**src/rtl/fir_mac_sequencer.sv**
```systemverilog
// fir_mac_sequencer: tap sequencer and multiply-accumulate stage for a direct-form FIR.
// Define FIR_SATURATE_EN to clamp results to DATA_WIDTH; otherwise the low bits wrap.
module fir_mac_sequencer #(
    parameter int ADDR_WIDTH      = 4,
    parameter int DATA_ADDR_WIDTH = 6,
    parameter int DATA_WIDTH      = 32,
    parameter int FRAC_BITS       = 16
) (
    input  logic                       clk,
    input  logic                       rst_n,
    input  logic                       start,
    output logic                       busy,
    output logic                       done,
    output logic [ADDR_WIDTH-1:0]      h_addr,
    output logic [DATA_ADDR_WIDTH-1:0] x_addr,
    output logic                       R_en,
    input  logic [DATA_WIDTH-1:0]      h_in,
    input  logic [DATA_WIDTH-1:0]      x_in,
    output logic [DATA_WIDTH-1:0]      y_out,
    output logic [DATA_ADDR_WIDTH-1:0] y_index,
    output logic                       y_valid,
    input  logic                       y_ready
);

    localparam int PROD_WIDTH = 2 * DATA_WIDTH;
    localparam int ACC_WIDTH  = 2 * DATA_WIDTH + ADDR_WIDTH;

    typedef enum logic [2:0] {
        IDLE,
        FETCH,
        DRAIN,
        OUTPUT,
        DONE
    } state_t;

    state_t                      state;
    logic [DATA_ADDR_WIDTH-1:0]  n;
    logic [ADDR_WIDTH-1:0]       k;
    logic signed [ACC_WIDTH-1:0] acc;
    logic                        tap_valid;

    logic signed [PROD_WIDTH-1:0] h_ext;
    logic signed [PROD_WIDTH-1:0] x_ext;
    logic signed [PROD_WIDTH-1:0] prod;
    logic signed [ACC_WIDTH-1:0]  acc_next;
    logic [DATA_WIDTH-1:0]        y_conv;
    logic [ADDR_WIDTH-1:0]        k_inc;
    logic [DATA_ADDR_WIDTH-1:0]   k_inc_ext;
    logic [DATA_ADDR_WIDTH-1:0]   n_inc;
    logic                         last_tap;
    logic                         last_sample;

    // Operands are sign-extended so the truncated product is the exact signed product.
    assign h_ext = {{DATA_WIDTH{h_in[DATA_WIDTH-1]}}, h_in};
    assign x_ext = {{DATA_WIDTH{x_in[DATA_WIDTH-1]}}, x_in};
    assign prod  = h_ext * x_ext;

    assign acc_next = tap_valid
                    ? acc + {{ADDR_WIDTH{prod[PROD_WIDTH-1]}}, prod}
                    : acc;

    assign k_inc       = k + ADDR_WIDTH'(1);
    assign k_inc_ext   = DATA_ADDR_WIDTH'(k_inc);
    assign n_inc       = n + DATA_ADDR_WIDTH'(1);
    assign last_tap    = &k;
    assign last_sample = &n;

`ifdef FIR_SATURATE_EN
    localparam logic signed [ACC_WIDTH-1:0] Y_MAX =
        {{(ACC_WIDTH-DATA_WIDTH+1){1'b0}}, {(DATA_WIDTH-1){1'b1}}};
    localparam logic signed [ACC_WIDTH-1:0] Y_MIN =
        {{(ACC_WIDTH-DATA_WIDTH+1){1'b1}}, {(DATA_WIDTH-1){1'b0}}};

    logic signed [ACC_WIDTH-1:0] acc_shift;

    assign acc_shift = acc_next >>> FRAC_BITS;

    always_comb begin
        y_conv = acc_shift[DATA_WIDTH-1:0];
        if (acc_shift > Y_MAX) begin
            y_conv = Y_MAX[DATA_WIDTH-1:0];
        end else if (acc_shift < Y_MIN) begin
            y_conv = Y_MIN[DATA_WIDTH-1:0];
        end
    end
`else
    // Wrapping keeps only the bits an arithmetic shift would land in the output.
    assign y_conv = acc_next[FRAC_BITS +: DATA_WIDTH];
`endif

    always_ff @(posedge clk or posedge rst_n) begin
        if (rst_n) begin
            state     <= IDLE;
            n         <= '0;
            k         <= '0;
            acc       <= '0;
            tap_valid <= 1'b0;
            busy      <= 1'b0;
            done      <= 1'b0;
            h_addr    <= '0;
            x_addr    <= '0;
            R_en      <= 1'b0;
            y_out     <= '0;
            y_index   <= '0;
            y_valid   <= 1'b0;
        end else begin
            tap_valid <= R_en;
            acc       <= acc_next;
            done      <= 1'b0;
            unique case (state)
                IDLE: begin
                    if (start) begin
                        state  <= FETCH;
                        busy   <= 1'b1;
                        n      <= '0;
                        k      <= '0;
                        acc    <= '0;
                        h_addr <= '0;
                        x_addr <= '0;
                        R_en   <= 1'b1;
                    end
                end
                FETCH: begin
                    if (last_tap) begin
                        state <= DRAIN;
                        R_en  <= 1'b0;
                    end else begin
                        k      <= k_inc;
                        h_addr <= k_inc;
                        x_addr <= n - k_inc_ext;
                        R_en   <= (k_inc_ext <= n);
                    end
                end
                DRAIN: begin
                    state   <= OUTPUT;
                    y_out   <= y_conv;
                    y_index <= n;
                    y_valid <= 1'b1;
                end
                OUTPUT: begin
                    if (y_ready) begin
                        y_valid <= 1'b0;
                        if (last_sample) begin
                            state <= DONE;
                            done  <= 1'b1;
                        end else begin
                            state  <= FETCH;
                            n      <= n_inc;
                            k      <= '0;
                            acc    <= '0;
                            h_addr <= '0;
                            x_addr <= n_inc;
                            R_en   <= 1'b1;
                        end
                    end
                end
                DONE: begin
                    state <= IDLE;
                    busy  <= 1'b0;
                end
                default: begin
                    state <= IDLE;
                end
            endcase
        end
    end

endmodule

```
**config.mk**
```make
export PLATFORM = sky130hd
export DESIGN_NAME = fir_mac_sequencer
export DESIGN_NICKNAME = d
export VERILOG_FILES = /design/src/rtl/fir_mac_sequencer.sv
export SDC_FILE = /design/constraint.sdc
export NUM_CORES = 2
export LEC_CHECK = 0
export BUFFER_PORTS_ARGS = -buffer_cell sky130_fd_sc_hd__buf_2
export CELL_PAD_IN_SITES_DETAIL_PLACEMENT = 1
export CELL_PAD_IN_SITES_GLOBAL_PLACEMENT = 1
export CORE_MARGIN = 2
export CORE_UTILIZATION = 52
export DETAILED_ROUTE_END_ITERATION = 16
export GPL_ROUTABILITY_DRIVEN = 0
export HOLD_SLACK_MARGIN = 0.02
export PLACE_DENSITY = 0.91
export SLEW_MARGIN = 10
export SYNTH_ARGS = -nofsm -noshare
export SYNTH_HDL_FRONTEND = slang
export SYNTH_SLANG_ARGS = --single-unit
```
**constraint.sdc**
```tcl
create_clock -name clk -period 4.09 [get_ports clk]
set_clock_uncertainty 0.2 [all_clocks]
set_input_delay 0.2045 -clock clk [delete_from_list [all_inputs] [get_ports clk]]
set_output_delay 0.2045 -clock clk [all_outputs]
set_load 0.05 [all_outputs]
```
==> summary.md, run 1 <==
| Metric | Value |
|---|---|
| Starting density of the core | 0.527 |
| Share of the synthesized area in the top cell type | 0.465 |
| Pin count of the biggest net entering global routing | ~70 |
| Total gr overflow | 1 |
| Seq cells post-synth | 110 |
| Number of synthesized flops with an enable pin | 0 |
| Die H | 268 um |
| Cell count after synthesis | approximately 4000 |
| Max Buffers Root-to-Sink | 2 |
| Last stage | global routing (5_1_grt) |
| Net Count, Synth | 5093 |
| Estimated wirelength of the detail-placed design | 124 mm |
| Async SR Flop Fraction | 1.00 |
| Sequential element share of the synthesized area | 0.0761 |
| # rows | 96 |
| Err | [ERROR GRT-0116] Global routing finished with congestion. Check the congestion regions in the DRC Viewer. |
| CTS sink cnt | 110 |
| Mapped Avg Cell Area | 9.14 sq um |
| # port buffers | roughly 120 |
| Clk root buf | clkbuf_16 |
| CTS Buf Count | 9 |
| Cell Area, Synth | 36200 sq um |
| H-tree levels | 3 |
| Main flop type after synthesis | dfrtp_1 |
| Area contributors post-synth | fa_1, and2_1, inv_1, ha_1, dfrtp_1 |
| Vias in the first global route | roughly 46000 |
| Yosys top cell by area | fa_1 |
| DIE WIDTH | roughly 270 um |
| Status | aborted with a tool error |
| Ys Warns | 0 |
| First-pass GRT wire length | 342 mm |
| # IOs | 120 |
| All-Layer GR Usage | 0.687 |
| Netlist cell types | 77 |
-- synthesized netlist by cell type (3+ instances only) --
cell,number
fa_1,841
inv_1,835
nand2_1,514
and2_1,504
ha_1,223
clkbuf_1,198
a21oi_1,112
dfrtp_1,110
nor2_1,97
xnor2_1,90
o21ai_0,86
a21o_1,54
xor2_1,39
mux2i_1,29
nand3_1,24
nand2b_1,19
nor2b_1,17
a211oi_1,12
a31oi_1,12
o21bai_1,11
and3_1,10
nand4_1,10
nor3_1,10
o21a_1,9
o211ai_1,7
nor4_1,5
a311oi_1,4
o21ai_1,4
o31ai_1,4
a221o_1,3
a22oi_1,3
buf_2,3
o31a_1,3
or3_1,3
-- routing by layer --
layer | track usage | GRT overflow
met4 | 0.716 | 1
met1 | 0.662 | 0
met5 | 0.265 | 0
met3 | 0.525 | 0
met2 | 0.871 | 0
-- cell families after synthesis --
kind of cell | share of synthesized area
buffers and inverters | 0.108
DFF | 0.0761
AOI/OAI and AO/OA | 0.0617
and+or+nand+nor | 0.171
muxes | 0.00947
xor gates and xnor gates | 0.0318
adders and majority gates | 0.542
-- repair_timing --
| action | 4_1_cts |
|---|---|
| gates resized for setup | 254 |
| endpoints found under the setup margin | 76 |
| endpoints found under the hold margin | 74 |
| hold buffers | 3 |
| pin swaps | 88 |
| setup buffers | 36 |
-- through the flow --
stage	TNS [ns]	instances	instance area, sq um	hold WS [ns]	setup slack, ns
after floorplan	-264.66	3961	36900	0.183	-4.77
after global placement	-324.01	5276	41200	0.237	-5.23
after detailed placement	-372.80	5276	41200	0.235	-6.15
after CTS	-326.50	5328	42900	0.251	-5.35
==> run 2, diff against run 1 <==
Settings changed: CELL_PAD_IN_SITES_DETAIL_PLACEMENT 1 to not set, CELL_PAD_IN_SITES_GLOBAL_PLACEMENT 1 to not set, CORE_UTILIZATION 52 to 40, HOLD_SLACK_MARGIN 0.02 to not set, PLACE_DENSITY 0.91 to not set, PLACE_DENSITY_LB_ADDON set to 0.15.
==> summary.md, run 2 <==
| Metric | Value |
|---|---|
| Status | complete, but fails checks |
| Max_cap viols | 0 |
| Area occupied by multi-input gates | 31500 sq um |
| Cell Area, Synth | ~36000 sq um |
| Unrepaired setup endpoints after global routing | yes |
| Hold Crit Depth | 0 |
| Setup TNS | -283.32 ns |
| Max Buffers Root-to-Sink | 2 |
| Worst skew pair latency | 0.37 ns |
| Mapped Avg Cell Area | approximately 9.1 sq um |
| Nets | 5566 |
| Pre-antenna DRT Iters | 6 |
| Number of synthesized flops with an enable pin | 0 |
| Critical path arrival | a little under 9 ns |
| Largest Register | acc |
| Area grow syn2layout | 23.8% |
| Main flop type after synthesis | dfrtp_1 |
| Vias per cell | slightly below 5 |
| Startpoint type of the worst setup path | input pin |
| Final Hold Vio Count | 0 |
| Top Registers | acc (48), y_out (32) |
| R2R cell count | 15 |
| Worst hold path type | flop to flop |
| Synth cell count leaders | fa_1, inv_1, nand2_1, and2_1, ha_1 |
| Hold path start | R_en |
| Die ar. | roughly 93000 sq um |
| Max transition margin | 0.401 |
| Slew Limit Fails | 0 |
| Critical R2R Launch | acc[0] |
| Vias in the first global route | approximately 30000 |
| All-Layer GR Usage | 0.227 |
| CTS Buf Count | 9 |
| Peak fanout along the critical path | 12 |
| Share of the synthesized area in the top cell type | 0.465 |
| Placed instance area | around 42000 sq um |
| R2R Setup Slk | approximately 0.37 ns |
| Clk pin slew, worst setup/hold paths | 0.08 ns |
| Pin count of the biggest net entering global routing | around 70 |
| Most frequent cells in the layout | inv_1, fa_1, nand2_1 |
| Crit end category | flop |
| Most instantiated library cell after synthesis | fa_1 |
| # rows | 110 |
| Routed WL | about 100 mm |
| Ys Warns | 0 |
| Die H | 305 um |
| Period utilization | 2.14 |
| # IOs | 120 |
| Fillers | between 8000 and 9000 |
| Total gr overflow | 0 |
| Async SR Flop Fraction | 1.00 |
| FF-to-FF End | y_out[26] |
| Share of layout cells above drive strength 1 | 0.231 |
| Net Count, Synth | 5093 |
| Initial antenna violation count | 10 |
| Worst Setup SP | x_in[4] |
| CTS tree | yes |
| Cell count after synthesis | 3961 |
| Worst Hold Path EP | tap_valid |
| # port buffers | 119 |
| Wire per inst | 17.9 um |
| Finished Cell Area | 44800 sq um |
| Sequential cell area | 2750 sq um |
| Post-route setup slack | -4.64 ns |
| Largest stage delay on the critical path | 0.56 ns |
| DIE WIDTH | 305 um |
| Failing checks | setup timing |
| Worst path slowest cell | fa_2 |
| Fmax | 115 MHz |
| Seq cells post-synth | 110 |
| Clk root buf | clkbuf_16 |
| First-pass GRT wire length | between 150 and 200 mm |
| Netlist cell types | 77 |
| Estimated wirelength of the detail-placed design | 85.8 mm |
| Max reg flops | 48 |
| WP data required | between 4 and 5 ns |
| Area contributors post-synth | fa_1, and2_1, inv_1, ha_1, dfrtp_1 |
| Final setup viols | 74 |
| Sequential element share of the synthesized area | 0.0761 |
| Core Box Area | 89900 sq um |
| 1st-iter DRT viols | approximately 1100 |
| Worst Max-Slew Pin Slew | 0.898 ns |
| Fin crit period | between 8 and 9 ns |
| Crit Path Class | input pin to flop |
| Routed Antenna Nets | 0 |
| Starting density of the core | 0.403 |
| DRC | 0 |
| Yosys top cell by area | fa_1 |
| Commonest non-fill, non-tap cell in the layout | inv_1 |
| CTS sink cnt | 110 |
| Routed vias | 27300 |
| H-tree levels | 3 |
-- run 2: cell counts after synthesis --
No cell type changed its count.
-- run 2: logic make-up after synthesis --
group                    Yosys count  share of synthesized area
XOR/XNOR                         130                     0.0318
flip-flops                       110                     0.0761
adder cells (fa/ha/maj)         1064                      0.542
multiplexers                      33                    0.00947
AND/OR/NAND/NOR                 1231                      0.171
buffers and inverters           1039                      0.108
AO/OA/AOI/OAI                    354                     0.0617
-- run 2: worst max-delay path by stage --
stage	to	cells past startpoint
after floorplan	y_out[26]	37
after global placement	y_out[29]	38
after detailed placement	acc[41]	36
after CTS	y_out[31]	37
after global routing	acc[47]	37
final	y_out[31]	37
-- run 2: layout make-up --
type,instances,area share
Antenna cell,6,0.000335
Multi-Input combinational cell,2812,0.704
Clock buffer,11,0.00520
Timing Repair Buffer,666,0.126
Inverter,835,0.0700
Tap cell,1176,0.0328
Clock inverter,4,0.000726
Sequential cell,110,0.0615
-- run 2: metal layers --
layer / up-vias / GRT usage / share of wire
li1: 12600 / - / -
met1: 14100 / 0.309 / 0.44
met2: 391 / 0.393 / 0.50
met3: 126 / 0.0175 / 0.028
met4: 2 / 0.0558 / 0.027
met5: - / 0 / 0.00012
-- run 2: through the flow --
step / hold WS, ns / utilization / setup slack [ns] / std cells
finish: 0.236 / 0.498 / -4.64 / 5620
global route: 0.259 / 0.498 / -4.99 / 5617
CTS: 0.245 / 0.487 / -4.73 / 5592
detailed placement: 0.239 / 0.463 / -5.41 / 5524
global placement: 0.226 / 0.463 / -5.37 / 5524
floorplan: 0.183 / - / -4.77 / 3961
-- run 2: worst max-delay path, delay by kind of cell --
kind                       cells  cell delay, ns
AOI/OAI and AO/OA             13            2.39
xor gates and xnor gates       3            0.56
buffers and inverters          5            0.48
adders and majority gates     10            4.40
and+or+nand+nor                6            0.69
-- run 2: timing repair --
action	CTS	global route
setup endpoints to repair	76	75
setup buffers	57	31
cloned	2	2
hold endpoints to repair	68	0
resized for setup	336	172
pin swaps	160	108
hold buffers	3	0
Power of run 2 is not shown: default switching activity piles up to over one toggle a cycle in this logic, so the estimate is an artifact.
